<file path="config.mk">
export PLATFORM = sky130hd
export DESIGN_NAME = blake2s_block_sched
export DESIGN_NICKNAME = d
export VERILOG_FILES = /design/src/rtl/blake2s_block_sched.sv
export SDC_FILE = /design/constraint.sdc
export NUM_CORES = 2
export LEC_CHECK = 0
export CAP_MARGIN = 5
export CORE_AREA = 2 2 736 738
export DETAILED_ROUTE_END_ITERATION = 8
export DIE_AREA = 0 0 738 740
export PLACE_DENSITY = 0.42
export SYNTH_ARGS = -nofsm -noshare
export SYNTH_HDL_FRONTEND = slang
export SYNTH_SLANG_ARGS = --single-unit
</file>
<file path="constraint.sdc">
create_clock -name clk -period 40.7 [get_ports clk]
set_input_delay 10.175 -clock clk [delete_from_list [all_inputs] [get_ports clk]]
set_output_delay 10.175 -clock clk [all_outputs]
set_load 0.1 [all_outputs]
</file>
<file path="src/rtl/blake2s_block_sched.sv">
// BLAKE2s block scheduler: buffers message blocks, owns chaining value h and byte counter t,
// issues compression jobs and captures the digest. Optional: BLAKE2_DIGEST_MASK_EN zeroes digest bytes >= nn.
module blake2s_block_sched #(
  parameter int FIFO_DEPTH = 2
) (
  input  logic         clk,
  input  logic         reset,
  input  logic         block_v_i,
  input  logic [511:0] block_i,
  input  logic         block_first_i,
  input  logic         block_last_i,
  input  logic [7:0]   kk_i,
  input  logic [7:0]   nn_i,
  input  logic [7:0]   ll_i,
  output logic         cmp_v_o,
  input  logic         cmp_ready_i,
  output logic [255:0] cmp_h_o,
  output logic [511:0] cmp_m_o,
  output logic [63:0]  cmp_t_o,
  output logic         cmp_f_o,
  input  logic         res_v_i,
  input  logic [255:0] res_h_i,
  output logic         hash_v_o,
  output logic [255:0] hash_o,
  output logic         overflow_o
);
  localparam int AW = $clog2(FIFO_DEPTH);
  localparam logic [255:0] IV = {32'h5BE0CD19, 32'h1F83D9AB, 32'h9B05688C, 32'h510E527F,
                                 32'hA54FF53A, 32'h3C6EF372, 32'hBB67AE85, 32'h6A09E667};

  typedef struct packed {
    logic [511:0] blk;
    logic         first;
    logic         last;
  } entry_t;

  typedef enum logic [1:0] {IDLE, ISSUE, BUSY} state_t;

  entry_t         fifo_mem [FIFO_DEPTH];
  logic [AW:0]    wr_ptr, rd_ptr;
  logic           empty, full, push, pop;
  entry_t         head;

  state_t         state, state_nxt;
  logic           load, capture;

  logic [255:0]   h_q;
  logic [511:0]   m_q;
  logic [63:0]    t_q;
  logic           f_q;
  logic [7:0]     kk_q, nn_q, ll_q;

  // ---------------- FIFO ----------------
  assign empty = (wr_ptr == rd_ptr);
  assign full  = (wr_ptr[AW] != rd_ptr[AW]) && (wr_ptr[AW-1:0] == rd_ptr[AW-1:0]);
  // A same-cycle pop frees the slot, so a push while full still lands.
  assign push  = block_v_i && (!full || pop);
  assign head  = fifo_mem[rd_ptr[AW-1:0]];

  always_ff @(posedge clk) begin
    if (push) fifo_mem[wr_ptr[AW-1:0]] <= '{blk: block_i, first: block_first_i, last: block_last_i};
  end

  always_ff @(posedge clk) begin
    if (reset) begin
      wr_ptr     <= '0;
      rd_ptr     <= '0;
      overflow_o <= 1'b0;
    end else begin
      if (push) wr_ptr <= wr_ptr + (AW+1)'(1);
      if (pop)  rd_ptr <= rd_ptr + (AW+1)'(1);
      if (block_v_i && !push) overflow_o <= 1'b1;
    end
  end

  // ---------------- FSM ----------------
  always_ff @(posedge clk) begin
    if (reset) state <= IDLE;
    else       state <= state_nxt;
  end

  always_comb begin
    state_nxt = state;
    cmp_v_o   = 1'b0;
    pop       = 1'b0;
    load      = 1'b0;
    capture   = 1'b0;
    case (state)
      IDLE: if (!empty) begin
        load      = 1'b1;
        state_nxt = ISSUE;
      end
      ISSUE: begin
        cmp_v_o = 1'b1;
        if (cmp_ready_i) begin
          pop       = 1'b1;
          state_nxt = BUSY;
        end
      end
      BUSY: if (res_v_i) begin
        capture   = 1'b1;
        state_nxt = IDLE;
      end
      default: state_nxt = IDLE;
    endcase
  end

  // ---------------- job setup ----------------
  // A first block uses the live config, since it is being latched in the same cycle.
  logic [7:0]   eff_kk, eff_ll;
  logic [6:0]   tail;
  logic [63:0]  t_base, t_nxt;
  logic [255:0] h_init;

  assign eff_kk = head.first ? kk_i : kk_q;
  assign eff_ll = head.first ? ll_i : ll_q;
  assign h_init = IV ^ {224'd0, 32'h01010000 ^ {16'd0, kk_i, 8'd0} ^ {24'd0, nn_i}};
  assign t_base = head.first ? 64'd0 : t_q;
  assign t_nxt  = t_base + (head.last ? {57'd0, tail} : 64'd64);

  always_comb begin
    tail = 7'd0;
    if (eff_ll[5:0] != 6'd0)               tail = {1'b0, eff_ll[5:0]};
    else if (eff_ll != 8'd0 || eff_kk != 8'd0) tail = 7'd64;
  end

  logic [255:0] digest;
  always_comb begin
    digest = res_h_i;
`ifdef BLAKE2_DIGEST_MASK_EN
    for (int i = 0; i < 32; i++)
      if (i >= int'(nn_q)) digest[8*i +: 8] = 8'h00;
`endif
  end

  always_ff @(posedge clk) begin
    if (reset) begin
      h_q      <= '0;
      m_q      <= '0;
      t_q      <= '0;
      f_q      <= 1'b0;
      kk_q     <= '0;
      nn_q     <= '0;
      ll_q     <= '0;
      hash_o   <= '0;
      hash_v_o <= 1'b0;
    end else begin
      hash_v_o <= 1'b0;
      if (load) begin
        if (head.first) begin
          h_q  <= h_init;
          kk_q <= kk_i;
          nn_q <= nn_i;
          ll_q <= ll_i;
        end
        t_q <= t_nxt;
        m_q <= head.blk;
        f_q <= head.last;
      end
      if (capture) begin
        h_q <= res_h_i;
        if (f_q) begin
          hash_o   <= digest;
          hash_v_o <= 1'b1;
        end
      end
    end
  end

  assign cmp_h_o = h_q;
  assign cmp_m_o = m_q;
  assign cmp_t_o = t_q;
  assign cmp_f_o = f_q;
endmodule

</file>
==> flow_summary.yaml <==
outcome:
  status: "complete, no violations"
synth:
  synth_edf_count: 1028
  syn-mean-instance-area_sq_um: 12.08
  async_flop_share_pct: 0
  synth-seq-cells: 2142
  synth_cells: 6297
  synth_top_area_share_pct: 40.58
  yosys_warnings: 0
  ys.flop_type: "dfxtp_1"
  seq_area_frac_synth_pct: 69.90
  synthTopCellsByCount: "dfxtp_1 (1114), edfxtp_1 (1028), nand2_1 (764)"
  syn-num-nets: 7104
  synth_area_sq_mm: 0.07607
  netlist-cell-type-count: 58
  synth_area_leaders: "edfxtp_1 (41%), dfxtp_1 (29%), mux2i_1 (6.9%)"
  synth_most_common_cell: "dfxtp_1"
  yosys.area.top_type: "edfxtp_1"
clock_network:
  root_buffer: "clkbuf_16"
  cts_buffers: 273
  path_clk_slew_ns: 0.06
  cts_buffer_depth: 4
  h-tree-depth: 5
  cts_sinks: 2142
  cts_resized: 0
  clk_latency_ns: 0.94
  hold_buffers: 0
  cts_tree: "yes"
  cts_setup_buffers: 0
floorplan:
  dieArea_sq_mm: 0.5461
  num_rows: 270
  die_w_um: 738
  core_sq_mm: 0.5388
  pin_count: 1891
  die_y_um: 740
  start_util_pct: 14.12
worst_setup_path:
  end_kind: "register"
  required_ns: 41.24
  cpMostUsedCell: "buf_4"
  r2r-start: "wr_ptr[0]$_SDFFE_PP0P_"
  cp_slowest_cell: "buf_4"
  slowest_delay_ns: 0.84
  critPathArrivalTime_ns: 16.46
  critPathLaunchType: "input pin"
  crit_fanout: 62
  r2r_setup_slack_ns: 33.83
  rr_endpoint: "fifo_mem[0][383]$_DFFE_PP_"
  path_class: "in -> reg"
  r2r_cells: 11
  path_cells: "clkdlybuf4s50_1 -> nand2_1 -> nor2_4 -> buf_4 -> buf_4 -> buf_4 -> buf_4 -> buf_4 -> buf_4 -> buf_4"
routing:
  routed_wl_mm: 405.0
  wl_per_cell_um: 26.08
  avgViaCountPerCell: 3.670
  drc: 0
  drt-initial-drc-count: 3158
  ant_nets: 0
  dr.pass1.iters: 5
  vias: 56990
sta:
  hold_violations: 0
  finalSetupViolations: 0
  max_freq_mhz: 62.83
  worst_pin_slew_ns: 1.241
  post-route-period-util_pct: 39.10
  setup_ws_ns: 24.78
  maxSlewHeadroom_pct: 17.02
  clock_skew_ns: 0.06607
  whs_ns: 0.4519
  timing.setup.tns_ns: 0
  period_needed_ns: 15.92
  final_max_slew_viol_count: 0
  rsz0062_at_grt: "no"
global_route:
  grt_pass1_wl_mm: 524.2
  grtUsageMet3_pct: 5.289
  grt.total_usage_pct: 14.07
  antenna_found_initial: 159
  grt_pass1_vias: 55390
  grt_max_degree: 219
  top_usage_layer: "met2"
  grt_overflow: 0
  grtUsageMet2_pct: 26.00
  grt.met1_usage_pct: 13.88
worst_hold_path:
  worstHoldStart: "hash_o[154]$_SDFFE_PP0P_"
  hold_class: "reg -> reg"
  min_to: "hash_o[154]$_SDFFE_PP0P_"
  min_path_cells: 2
power_and_ir_drop:
  ir_worst_vdd_uv: 46.46
  leakagePower_nw: 35.64
  p_per_area_mw_per_mm2: 72.41
  power_w: 0.008087
flow_run:
  maxCapViolations: 0
placement:
  gp_congestion: 0.8870
  dpl-instance-area_sq_mm: 0.1026
  dp_hpwl_mm: 313.1
  portBuffers: 1890
  dpl_worst_slack_ns: 23.62
finish:
  finish.net_count: 8877
  drive_gt1_share_pct: 8.170
  area_growth_pct: 46.82
  seq_area_sq_mm: 0.05317
  final_cell_area_sq_mm: 0.1117
  multi_input_area_sq_mm: 0.02116
  nFillCells: 58440
## worst max-delay path by stage
| stage | start | to | slack, ns |
|---|---|---|---|
| floorplan | cmp_ready_i | fifo_mem[0][0]$_DFFE_PP_ | 7.48 |
| global placement | block_v_i | fifo_mem[0][114]$_DFFE_PP_ | 23.52 |
| detailed placement | block_v_i | fifo_mem[0][112]$_DFFE_PP_ | 23.62 |
| CTS | block_v_i | fifo_mem[0][334]$_DFFE_PP_ | 24.67 |
| global route | block_v_i | fifo_mem[0][383]$_DFFE_PP_ | 24.41 |
| finish | block_v_i | fifo_mem[0][383]$_DFFE_PP_ | 24.78 |
## layer usage
layer | routed length, um | share of wire, %
met1 | 139000 | 34
met2 | 209500 | 52
met3 | 35170 | 8.7
met4 | 20500 | 5.1
met5 | 899 | 0.22
## cell usage in the layout, fill, tap and decap left out, drive strengths merged, types with 22 or more instances in the layout
| master | count |
|---|---|
| a211oi | 515 |
| a21oi | 464 |
| and2 | 22 |
| buf | 254 |
| clkbuf | 389 |
| clkdlybuf4s50 | 1722 |
| clkinv | 68 |
| dfxtp | 1114 |
| diode | 34 |
| edfxtp | 1028 |
| mux2i | 528 |
| nand2 | 764 |
| nand3 | 156 |
| nand4 | 31 |
| nor2 | 702 |
| nor3 | 274 |
| o21ai | 44 |
## final cells by class
class | count | area share [%]
inverter | 5 | 0.01680
timing repair buffer | 1976 | 17.17
antenna | 34 | 0.07618
tap | 7208 | 8.075
clock inverter | 102 | 1.151
multi-input combinational | 3672 | 18.95
clock buffer | 389 | 6.952
sequential | 2142 | 47.61
## kinds of logic after synthesis
logic type / synth area share [%]
DFF: 69.90
AOI/OAI and AO/OA: 9.084
muxes: 6.967
adders and majority gates: 0.1415
xor gates and xnor gates: 0.1266
buffers and inverters: 2.393
and+or+nand+nor: 11.39
## critical path, delay by kind of cell
kind	cells	cell delay (ns)
buffers and inverters	8	5.52
AND/OR/NAND/NOR	2	0.31
## power breakdown
part	leakage (nW)	internal [W]	switching, W
logic	12.5	0.000615	0.00227
registers	18.7	0.00258	0.000162
clock network	4.40	0.00144	0.00102
## stage by stage
step / instances / utilization, %
floorplan: 6297 / -
global placement: 15000 / 19.03
detailed placement: 15000 / 19.03
CTS: 15490 / 20.71
global route: 15510 / 20.72
finish: 15530 / 20.73
## registers in the layout (all words and copies together) (netlist names), 2 cells and up, named ones only
register  count
fifo_mem   1028
kk_q          8
hash_o      256
cmp_h_o     256
cmp_t_o      64
state         2
wr_ptr        2
ll_q          8
cmp_m_o     512
rd_ptr        2
(Power assumes the default switching activity.)
